File: config.mk
export PLATFORM = sky130hd
export DESIGN_NAME = btop_rd_stream
export DESIGN_NICKNAME = d
export VERILOG_FILES = /design/src/rtl/btop_pkg.sv /design/src/rtl/btop_rd_fifo.sv /design/src/rtl/btop_rd_stream.sv
export SDC_FILE = /design/constraint.sdc
export NUM_CORES = 1
export LEC_CHECK = 0
export CORE_AREA = 2 2 307 309
export DETAILED_ROUTE_END_ITERATION = 7
export DIE_AREA = 0 0 309 311
export PLACE_DENSITY_LB_ADDON = 0.12
export SYNTH_ARGS = -nofsm -noshare
export SYNTH_HDL_FRONTEND = slang
export SYNTH_SLANG_ARGS = --single-unit
export TNS_END_PERCENT = 5
File: constraint.sdc
create_clock -name clk -period 99.8 [get_ports clk]
set_input_delay 24.95 -clock clk [delete_from_list [all_inputs] [get_ports clk]]
set_output_delay 24.95 -clock clk [all_outputs]
set_load 0.05 [all_outputs]
File: src/rtl/btop_pkg.sv
// Shared constants, FSM state type and address-step helper for the beta-top
// partial-sum RAM read path of the SCAN polar decoder.
package btop_pkg;

   localparam int N      = 1024;
   localparam int P      = 64;
   localparam int Q      = 6;
   localparam int NCHUNK = 8;
   localparam int CNT_W  = 4;
   localparam int DATA_W = P * Q;

   typedef enum logic [1:0] {
      IDLE  = 2'd0,
      RUN   = 2'd1,
      DRAIN = 2'd2
   } state_e;

   // Next chunk index modulo NCHUNK, stepping down when dec is set.
   function automatic logic [CNT_W-1:0] addr_step(input logic [CNT_W-1:0] a,
                                                  input logic             dec);
      logic [CNT_W-1:0] r;
      if (dec) begin
         r = (a == '0) ? CNT_W'(NCHUNK - 1) : a - 1'b1;
      end else begin
         r = (a == CNT_W'(NCHUNK - 1)) ? '0 : a + 1'b1;
      end
      return r;
   endfunction

endpackage

File: src/rtl/btop_rd_fifo.sv
// Two-entry registered-output FIFO for captured RAM chunks.
// The head register drives dout directly; the parent guarantees that push
// never occurs when full and pop never occurs when empty.
module btop_rd_fifo
   import btop_pkg::*;
(
   input  logic              clk,
   input  logic              rst,
   input  logic              push,
   input  logic              pop,
   input  logic [DATA_W-1:0] din,
   output logic [DATA_W-1:0] dout,
   output logic              valid,
   output logic [1:0]        count
);

   logic [DATA_W-1:0] head_q, head_d;
   logic [DATA_W-1:0] tail_q, tail_d;
   logic [1:0]        count_q, count_d;

   // Next head/tail/count for push, pop, or both at once (order preserved).
   always_comb begin
      head_d  = head_q;
      tail_d  = tail_q;
      count_d = count_q;
      case ({push, pop})
         2'b10: begin
            if (count_q == 2'd0) head_d = din;
            else                 tail_d = din;
            count_d = count_q + 2'd1;
         end
         2'b01: begin
            head_d  = tail_q;
            count_d = count_q - 2'd1;
         end
         2'b11: begin
            if (count_q == 2'd2) begin
               head_d = tail_q;
               tail_d = din;
            end else begin
               head_d = din;
            end
         end
         default: ;
      endcase
   end

   // Head and occupancy registers; head clears so dout reads zero after reset.
   always_ff @(posedge clk) begin
      if (rst) begin
         head_q  <= '0;
         count_q <= 2'd0;
      end else begin
         head_q  <= head_d;
         count_q <= count_d;
      end
   end

   // Second slot holds data only; its content is ignored while count < 2.
   always_ff @(posedge clk) begin
      tail_q <= tail_d;
   end

   assign dout  = head_q;
   assign valid = (count_q != 2'd0);
   assign count = count_q;

endmodule

File: src/rtl/btop_rd_stream.sv
// Read-side sequencer for the beta-top partial-sum RAM.
// Issues a burst of chunk reads, captures the RAM data one cycle later into a
// 2-entry FIFO and streams it out over valid/ready with full backpressure.
// Optional feature: define BTOP_RD_REVERSE_EN to add the rev input, which makes
// the chunk address step downwards instead of upwards.
module btop_rd_stream
   import btop_pkg::*;
(
   input  logic              clk,
   input  logic              rst,
   input  logic              start,
   input  logic [CNT_W-1:0]  base,
   input  logic [CNT_W-1:0]  len,
`ifdef BTOP_RD_REVERSE_EN
   input  logic              rev,
`endif
   output logic              busy,
   output logic              done,
   output logic              r_en,
   output logic [CNT_W-1:0]  cntb,
   input  logic [DATA_W-1:0] ram_dout,
   output logic [DATA_W-1:0] m_data,
   output logic              m_valid,
   input  logic              m_ready,
   output logic              m_last
);

   state_e           state_q, state_d;
   logic [CNT_W-1:0] addr_q, addr_d;
   logic [CNT_W-1:0] issue_left_q, issue_left_d;
   logic [CNT_W-1:0] beats_left_q, beats_left_d;
   logic             pend_q, pend_d;
   logic             done_q, done_d;
   logic             r_en_c;
   logic             hs;
   logic             dec;
   logic [1:0]       fifo_count;
   logic [2:0]       occ;

`ifdef BTOP_RD_REVERSE_EN
   logic             rev_q, rev_d;
   assign dec = rev_q;
`else
   assign dec = 1'b0;
`endif

   assign hs = m_valid && m_ready;

   // Chunks held or in flight once this cycle's pop leaves; a new read is
   // allowed only while that leaves room for its data next cycle.
   assign occ = {1'b0, fifo_count} - {2'b00, hs} + {2'b00, pend_q};

   // FSM next state, burst counters and read issue.
   always_comb begin
      state_d      = state_q;
      addr_d       = addr_q;
      issue_left_d = issue_left_q;
      beats_left_d = beats_left_q;
      done_d       = 1'b0;
      r_en_c       = 1'b0;
`ifdef BTOP_RD_REVERSE_EN
      rev_d        = rev_q;
`endif
      if (hs) beats_left_d = beats_left_q - 1'b1;
      case (state_q)
         IDLE: begin
            if (start) begin
               if (len == '0) begin
                  done_d = 1'b1;
               end else begin
                  state_d      = RUN;
                  addr_d       = base;
                  issue_left_d = len;
                  beats_left_d = len;
`ifdef BTOP_RD_REVERSE_EN
                  rev_d        = rev;
`endif
               end
            end
         end
         RUN: begin
            if ((issue_left_q != '0) && (occ < 3'd2)) begin
               r_en_c       = 1'b1;
               addr_d       = addr_step(addr_q, dec);
               issue_left_d = issue_left_q - 1'b1;
               if (issue_left_q == CNT_W'(1)) state_d = DRAIN;
            end
         end
         DRAIN: begin
            if (hs && (beats_left_q == CNT_W'(1))) begin
               state_d = IDLE;
               done_d  = 1'b1;
            end
         end
         default: state_d = IDLE;
      endcase
      pend_d = r_en_c;
   end

   // Control registers; reset abandons any burst and drops the in-flight beat.
   always_ff @(posedge clk) begin
      if (rst) begin
         state_q      <= IDLE;
         addr_q       <= '0;
         issue_left_q <= '0;
         beats_left_q <= '0;
         pend_q       <= 1'b0;
         done_q       <= 1'b0;
      end else begin
         state_q      <= state_d;
         addr_q       <= addr_d;
         issue_left_q <= issue_left_d;
         beats_left_q <= beats_left_d;
         pend_q       <= pend_d;
         done_q       <= done_d;
      end
   end

`ifdef BTOP_RD_REVERSE_EN
   // Address direction for the current burst, captured at start.
   always_ff @(posedge clk) begin
      if (rst) rev_q <= 1'b0;
      else     rev_q <= rev_d;
   end
`endif

   btop_rd_fifo u_fifo (
      .clk   (clk),
      .rst   (rst),
      .push  (pend_q),
      .pop   (hs),
      .din   (ram_dout),
      .dout  (m_data),
      .valid (m_valid),
      .count (fifo_count)
   );

   assign busy   = (state_q != IDLE);
   assign done   = done_q;
   assign r_en   = r_en_c;
   assign cntb   = addr_q;
   assign m_last = m_valid && (beats_left_q == CNT_W'(1));

endmodule

==> metrics.txt, run 1 <==
result of the run=complete, but fails checks; violated checks=slew limit; Slew headroom=-0.0485; classification of the worst setup path=in2out; fraction of synthesized cell area taken by the top area cell type=0.409; post-synthesis share of cell area spent on xor and xnor gates=0.00124; final number of max-transition violations=between 60 and 70; Final Core Density=0.431; largest voltage drop on the vdd net=around 15 uV; sequential fraction of the synthesis area=0.695; area of the die=96100 sq um; cell type with the highest aggregate area in the netlist=edfxtp_1; Buffers on Ports=between 700 and 800; Net Count, Synth=between 2000 and 3000; mean cell area of the mapped netlist=12.3 sq um; post-synthesis register bit count=approximately 790; largest cells by area after synthesis=edfxtp_1 41%, dfxtp_1 29%, a221oi_1 12%; PostCTS Resize Cnt=0; multiplexer area fraction after synthesis=0.000711; synthesized cell area=28200 sq um; library cell used as clock root buffer=clkbuf_16; number of search-and-repair iterations in the first detailed-routing pass=5; Clock H-tree levels=3; Hold Crit Class=reg2reg; Iteration-0 DRC Markers=approximately 1600; number of clock sinks=between 700 and 800; die boundary width=~310 um; share of post-route cells with drive strength above 1=0.0576; capturing element type of the critical path=output port; combinational family with the most area after synthesis=compound AO/OA/AOI/OAI gates; cell count after synthesis=around 2300; Worst Hold Slack=about 0.49 ns; vias post-DR=around 22000; data arrival time of the critical path=about 28 ns; final clock period utilization by the worst path=0.532; setup TNS=0 ns; flip-flop cell with the highest count after synthesis=dfxtp_1; Top Ports=just under 800; Clk Latency, worst-skew pair=0.66 ns; Total Routing Usage GR=0.197; maxcap violations=0; number of placed instances, taps included=slightly above 4000; DPL Wire Length=approximately 61000 um; routability congestion estimate from global placement=just under 0.8; Post-synth top cells=402 x dfxtp_1, 400 x nor2_1, 391 x nor3_1; global route total overflow=0; via/cell ratio=5.17; post-cts hold buffer count=0; compound-cell area share of the yosys netlist=0.130; initial antenna violation count=34; DR DRC count=0; unrepaired setup endpoints after global routing=no; Final nets=3370; first-pass GRT wire length=around 150000 um; clock buffers created by TritonCTS=a little over 90; Max Freq=roughly 0.019 GHz; Routed wire per std cell=between 20 and 25 um; shortest clock period the worst path allows after layout=53.14 ns; clock tree from TritonCTS=yes; Adder-Cell Fraction of Synth Area=0.00426; pin count of the biggest net entering global routing=~200; post-route ant nets=0; number of warnings reported in the yosys synthesis log=0; Post-synth EDFFs=~380; number of library cell types mapped by synthesis=between 40 and 50; measured slew at the worst slew-check pin=roughly 1.6 ns; Final setup violation count=0; post-CTS setup buffer count=0; DIE HEIGHT=between 300 and 400 um; DRT Wirelength=98400 um; Layout Skew=roughly 0.016 ns; final instance count without filler cells=approximately 4300; Cell Pwr Density=about 33 nW/um^2; most repeated cell in the gate-level netlist after synthesis=dfxtp_1; Clk pin slew, worst setup/hold paths=~0.06 ns; type of element launching the critical path=primary input; total core area=around 93000 sq um; Critical Path Fanout Max=10; share of flip-flops with an asynchronous set or reset after synthesis=0; Synth Area in Simple Gates=0.130; leakage power total=~13 nW; via count of the first global-routing pass=approximately 22000; Req. time, crit path=about 75 ns; initial cell density of the core=0.304; Longest Clk Path Bufs=3; Layout Area Growth over Synthesis=42.1%; number of rows created at floorplan=between 100 and 150; hold violation count in the final report=0
final cells by class:
cell class,count,area [sq um]
Clock buffer,128,2570
Clock inverter,41,563
Antenna cell,20,50.0
Multi-Input combinational cell,1265,7540
Sequential cell,786,19600
Timing Repair Buffer,809,8110
Tap cell,1254,1570
Fill cell,8604,52700
Inverter,11,41.3
state kept, by name (all words and copies together), names as in the netlist:
signal / cells
beats_left_q: 4
state_q: 2
u_fifo.count: 2
u_fifo.tail_q: 384
pend_q: 1
issue_left_q: 4
u_fifo.dout: 384
cntb: 4
done: 1
cells in the final DEF (no fill, tap or decap), drive strengths merged, types with 3 or more instances in the layout:
cell,count
a21oi,14
a221oi,386
buf,22
bufinv,11
clkbuf,128
clkdlybuf4s50,787
clkinv,24
clkinvlp,4
dfxtp,402
diode,20
edfxtp,384
ha,8
inv,13
nand2,11
nand3,3
nor2,400
nor3,391
nor3b,4
o21ai,6
o32ai,3
xnor2,3
report_power, final:
part	switching [mW]	total (mW)	leakage, nW	internal [mW]
clock network	0.137	0.346	1.52	0.209
logic	0.369	0.530	5.06	0.161
registers	0.0337	0.438	6.75	0.405
total	0.539	1.31	13.3	0.775
critical path, cell delays in order:
cell             delay, ns
clkdlybuf4s50_1       0.74
and3_1                0.26
o21ai_0               0.12
fa_1                  0.42
xnor2_1               0.26
nand4_2               0.29
inv_1                 0.24
clkdlybuf4s50_1       0.90
per-layer routing:
layer	wire length (um)	track usage	vias up
met3	8480	0.0706	171
met1	37800	0.232	11100
met4	3080	0.0816	28
li1	-	-	10200
met2	48800	0.325	793
met5	211	0	-
cells by family after synthesis:
kind of cell / count (synthesis)
flip-flops: 786
XOR/XNOR: 4
buffers and inverters: 234
AO/OA/AOI/OAI: 426
AND/OR/NAND/NOR: 824
adder cells (fa/ha/maj): 9
multiplexers: 2
through the flow:
step,worst slack (ns),area (sq um),total power [mW]
6_report,46.66,40000,1.31
5_1_grt,46.47,40000,1.38
4_1_cts,46.65,40000,1.33
3_5_place_dp,46.67,36800,0.977
3_3_place_gp,46.62,36800,0.971
2_1_floorplan,43.96,28200,0.798
worst paths after layout:
path / from / end / slack, ns / cells after the start
worst max-delay path: m_ready / r_en / 46.66 / 8
worst min-delay path: u_fifo.dout[216] / u_fifo.dout[216] / 0.49 / 2
worst max register to register: u_fifo.count[1] / u_fifo.dout[86] / 95.10 / 8
worst min register to register: u_fifo.dout[216] / u_fifo.dout[216] / 0.49 / 2
(Power assumes the default switching activity.)
==> run 2, diff against run 1 <==
--- a/config.mk
+++ b/config.mk
@@ -5,9 +5,9 @@
 export SDC_FILE = /design/constraint.sdc
 export NUM_CORES = 1
 export LEC_CHECK = 0
-export CORE_AREA = 2 2 307 309
+export CORE_AREA = 2 2 309 311
 export DETAILED_ROUTE_END_ITERATION = 7
-export DIE_AREA = 0 0 309 311
+export DIE_AREA = 0 0 311 313
 export PLACE_DENSITY_LB_ADDON = 0.12
 export SYNTH_ARGS = -nofsm -noshare
 export SYNTH_HDL_FRONTEND = slang
==> constraint.sdc (replaced) <==
create_clock -name clk -period 43.7 [get_ports clk]
set_input_delay 10.925 -clock clk [delete_from_list [all_inputs] [get_ports clk]]
set_output_delay 10.925 -clock clk [all_outputs]
set_load 0.05 [all_outputs]
==> run 2 against run 1 <==
The run now ends clean. Setup slack lost 28 ns. Non-clock buffer count is 1 higher. Hold slack is essentially flat. Total power increased by 130%. Critical path type unchanged. Sequential share of layout area increased by 0.28 points. Clock power increased by 120%. Routed wire length grew 0.28%.
==> metrics.txt, run 2 (synthesis results as in run 1) <==
Final setup violation count=0; leakage power total=approximately 13 nW; Final nets=around 3400; Final Core Density=0.423; final setup margin=around 19 ns; Total Routing Usage GR=0.192; global route hottest layer=met2; die boundary width=~310 um; Max Freq=0.0397 GHz; Buffers on Ports=approximately 790; routability congestion estimate from global placement=between 0.8 and 0.9; unrepaired setup endpoints after global routing=no; GR Util met1=0.223; total core area=around 94000 sq um; Layout Area Growth over Synthesis=41.3%; PostCTS Resize Cnt=0; type of element launching the critical path=primary input; most common cell after layout, fill and taps aside=clkdlybuf4s50_1; Cell Pwr Density=~74 nW/um^2; Longest Clk Path Bufs=3; number of rows created at floorplan=between 100 and 150; first-pass GRT wire length=roughly 150000 um; classification of the worst setup path=in2out; final number of max-transition violations=0; GR Util met3=0.0698; via/cell ratio=around 5.2; PnR Total Power=2.96 mW; post-route ant nets=0; library cell used as clock root buffer=clkbuf_16; clock buffers created by TritonCTS=between 80 and 90; Req. time, crit path=32.78 ns; initial antenna violation count=32; global route total overflow=0; result of the run=finished, final reports clean; post-placement setup slack=between 15 and 20 ns; DIE HEIGHT=around 310 um; Critical Path Fanout Max=10; DRT Wirelength=98700 um; Clock H-tree levels=3; via count of the first global-routing pass=between 20000 and 25000; Iteration-0 DRC Markers=around 1700; largest voltage drop on the vdd net=between 30 and 40 uV; M2 GR Usage=0.317; area after detailed placement=~37000 sq um; post-CTS setup buffer count=0; Layout Skew=approximately 0.017 ns; pin count of the biggest net entering global routing=between 150 and 200; DR DRC count=0; DPL Wire Length=just over 60000 um; Clk pin slew, worst setup/hold paths=around 0.050 ns; Hold Crit Class=reg2reg; Top Ports=just under 800; Clk Latency, worst-skew pair=0.65 ns; summed area of non-filler cells in the final layout=~40000 sq um; shortest clock period the worst path allows after layout=25.19 ns; maxcap violations=0; measured slew at the worst slew-check pin=1.19 ns; number of search-and-repair iterations in the first detailed-routing pass=5; initial cell density of the core=0.299; area of the die=97300 sq um; Routed wire per std cell=22.8 um; most frequent cells in the layout=787 x clkdlybuf4s50_1, 402 x dfxtp_1, 400 x nor2_1; hold violation count in the final report=0; setup TNS=0 ns; Slew headroom=0.202; capturing element type of the critical path=output port; clock tree from TritonCTS=yes; data arrival time of the critical path=between 10 and 15 ns; share of post-route cells with drive strength above 1=0.0530; post-cts hold buffer count=0; vias post-DR=roughly 22000; number of clock sinks=slightly below 800; final clock period utilization by the worst path=0.577
## run 2: worst max-delay path, stage by stage
cell and delay (ns):
clkdlybuf4s50_1 0.77, and3_1 0.29, o21ai_0 0.15, fa_1 0.42
xnor2_1 0.24, nand4_2 0.31, inv_1 0.24, clkdlybuf4s50_1 0.91
## run 2: per-layer routing
| layer | routed length (um) | part of all wire |
|---|---|---|
| met1 | 38000 | 0.38 |
| met2 | 48700 | 0.49 |
| met3 | 8770 | 0.089 |
| met4 | 3120 | 0.032 |
| met5 | 145 | 0.0015 |
## run 2: power by group
part / total [mW] / internal, mW / switching [mW]
Clock: 0.746 / 0.444 / 0.302
Sequential: 1.00 / 0.924 / 0.0770
Combinational: 1.21 / 0.368 / 0.844
## run 2: path summary, 6_finish.rpt
check                                 startpoint  depth (start not counted)  slack, ns               end
worst max-delay path                     m_ready                          8      18.51              r_en
worst min-delay path            u_fifo.dout[291]                          2       0.49  u_fifo.dout[291]
worst max register to register   u_fifo.count[1]                          9      39.19   u_fifo.dout[15]
worst min register to register  u_fifo.dout[291]                          2       0.49  u_fifo.dout[291]
## run 2: layout make-up
type,count,area (sq um)
Multi-Input combinational cell,1265,7540
Clock inverter,26,287
Sequential cell,786,19600
Tap cell,1265,1580
Timing Repair Buffer,810,8110
Fill cell,8879,54400
Inverter,11,41.3
Antenna cell,21,52.6
Clock buffer,137,2600
## run 2: stage by stage
stage | instances | hold WS [ns]
after global placement | 4137 | 0.475
after CTS | 4300 | 0.490
after detailed placement | 4137 | 0.479
final | 4321 | 0.487
after floorplan | 2285 | 0.457
after global routing | 4320 | 0.499
==> run 3, diff against run 2 <==
--- a/config.mk
+++ b/config.mk
@@ -5,9 +5,9 @@
 export SDC_FILE = /design/constraint.sdc
 export NUM_CORES = 1
 export LEC_CHECK = 0
-export CORE_AREA = 2 2 309 311
+export CORE_AREA = 2 2 310 312
 export DETAILED_ROUTE_END_ITERATION = 7
-export DIE_AREA = 0 0 311 313
+export DIE_AREA = 0 0 312 314
 export PLACE_DENSITY_LB_ADDON = 0.12
 export SYNTH_ARGS = -nofsm -noshare
 export SYNTH_HDL_FRONTEND = slang
==> constraint.sdc (replaced) <==
create_clock -name clk -period 24.7 [get_ports clk]
set_input_delay 6.175 -clock clk [delete_from_list [all_inputs] [get_ports clk]]
set_output_delay 6.175 -clock clk [all_outputs]
set_load 0.05 [all_outputs]
==> run 3 against run 2 <==
First-iteration DRC count is 0.76% lower. Clock skew rose by 0.017 ns. Combinational power is 78% higher. Sequential power rose by 77%. Critical path type unchanged. Global-route usage hardly changed. Non-clock buffer count rose by 1. Clock power increased by 76%. Routed wire length about the same. Sequential share of layout area hardly changed.
==> metrics.txt, run 3 (synthesis results as in run 1) <==
GR Util met1=0.225; Total Routing Usage GR=0.192; via count of the first global-routing pass=between 20000 and 25000; hold violation count in the final report=0; Critical Path Fanout Max=10; PostCTS Resize Cnt=0; cell with the largest stage delay on the worst path=clkdlybuf4s50_1; largest voltage drop on the vdd net=68.8 uV; sw power=around 2.2 mW; classification of the worst setup path=in2out; family of cells with the greatest summed delay on the critical path=buffers and inverters; via/cell ratio=roughly 5.2; post-CTS setup buffer count=0; leakage power total=around 13 nW; shortest clock period the worst path allows after layout=roughly 16 ns; maximum single-stage delay on the critical path=a little under 0.9 ns; first element of the critical path=m_ready; Layout Area Growth over Synthesis=41.3%; combinational group share of total power=0.411; hold path depth=2; area of the die=between 90000 and 100000 sq um; type of element launching the critical path=primary input; setup slack of the most critical reg-to-reg path=roughly 21 ns; Buffers on Ports=just under 800; cell-internal power=a little over 3 mW; FF-to-FF Start=u_fifo.count[1]; share of post-route cells with drive strength above 1=0.0550; Layout Skew=0.0337 ns; data arrival time of the critical path=~9.4 ns; Clk Latency, worst-skew pair=about 0.67 ns; number of gates on the worst path with buffers counted=8; clock tree from TritonCTS=yes; DR DRC count=0; result of the run=finished, final reports clean; die boundary width=approximately 310 um; post-route ant nets=0; Final setup violation count=0; number of clock sinks=786; DIE HEIGHT=~310 um; Clock H-tree levels=3; share of power burned in registers=0.338; measured slew at the worst slew-check pin=around 1.3 ns; final clock period utilization by the worst path=0.631; total core area=94400 sq um; Routed wire per std cell=22.8 um; Longest Clk Path Bufs=3; library cell used as clock root buffer=clkbuf_16; initial antenna violation count=32; cells along the critical path=clkdlybuf4s50_1 > and3_1 > o21ai_0 > fa_1 > xnor2_1 > nand4_2 > inv_1 > clkdlybuf4s50_1; vias post-DR=22400; post-cts hold buffer count=0; Slew headroom=0.151; clock buffers created by TritonCTS=88; worst setup path end=r_en; final number of max-transition violations=0; Buf+Inv Stages, Crit Path=3; clock group share of total power=0.251; Clk pin slew, worst setup/hold paths=0.05 ns; Max Freq=around 0.064 GHz; DPL Wire Length=approximately 61000 um; Final nets=~3400; DRT Wirelength=just under 100000 um; capturing element type of the critical path=output port; GR Util met3=0.0666; Iteration-0 DRC Markers=1703; number of search-and-repair iterations in the first detailed-routing pass=5; first-pass GRT wire length=approximately 150000 um; setup TNS=0 ns; destination of the worst register-to-register timing path=u_fifo.tail_q[71]; number of rows created at floorplan=between 100 and 150; global route total overflow=0; initial cell density of the core=0.298; M2 GR Usage=0.319; global route hottest layer=met2; routability congestion estimate from global placement=~0.79; Final Core Density=0.422; unrepaired setup endpoints after global routing=no; Crit path top cell by count=clkdlybuf4s50_1; Hold Crit Class=reg2reg; Cell Pwr Density=131 nW/um^2; most frequent cells in the layout=787 x clkdlybuf4s50_1, 402 x dfxtp_1, 400 x nor2_1; Req. time, crit path=roughly 19 ns; switching share of total power=0.414; maxcap violations=0; most common cell after layout, fill and taps aside=clkdlybuf4s50_1; Top Ports=789; Reg2Reg Depth=7; pin count of the biggest net entering global routing=200
run 3: how the worst min path moves through the flow:
stage                     startpoint                to  slack (ns)
CTS                 u_fifo.dout[277]  u_fifo.dout[277]        0.49
floorplan            issue_left_q[3]   issue_left_q[3]        0.46
detailed placement  u_fifo.dout[277]  u_fifo.dout[277]        0.48
finish              u_fifo.dout[175]  u_fifo.dout[175]        0.49
global route        u_fifo.dout[277]  u_fifo.dout[277]        0.50
global placement    u_fifo.dout[202]  u_fifo.dout[202]        0.48
run 3: layout make-up:
cell class                 count  area (sq um)
fill                        8909         54600
sequential                   786         19600
timing repair buffer         811          8130
multi-input combinational   1265          7540
clock buffer                 137          2630
tap                         1265          1580
clock inverter                26           246
antenna                       23          57.6
inverter                      11          41.3
run 3: per-stage QoR:
stage | setup slack, ns | instance area (sq um) | hold WS (ns) | power [mW] | instances
4_1_cts | 9.12 | 39800 | 0.490 | 5.29 | 4301
3_3_place_gp | 9.05 | 36900 | 0.475 | 3.93 | 4138
6_report | 9.12 | 39800 | 0.486 | 5.22 | 4324
5_1_grt | 8.96 | 39800 | 0.499 | 5.46 | 4321
3_5_place_dp | 9.14 | 36900 | 0.478 | 3.96 | 4138
2_1_floorplan | 1.27 | 28200 | 0.457 | 3.20 | 2285
run 3: worst min-delay path, cell delays in order (launching register included):
cell and delay, ns:
dfxtp_1 0.31, nor2_1 0.09, nor3_1 0.04
run 3: routing by layer:
layer / vias up / part of all wire
met5: - / 0.0012
met4: 18 / 0.034
met3: 180 / 0.085
met2: 853 / 0.49
met1: 11100 / 0.39
li1: 10200 / -
run 3: power by group through the flow:
| stage | Sequential, mW | Clock [mW] | Combinational [mW] |
|---|---|---|---|
| floorplan | 2.57 | 0 | 0.632 |
| global placement | 1.78 | 0 | 2.15 |
| detailed placement | 1.79 | 0 | 2.16 |
| CTS | 1.77 | 1.35 | 2.17 |
| global route | 1.80 | 1.40 | 2.27 |
| finish | 1.77 | 1.31 | 2.15 |
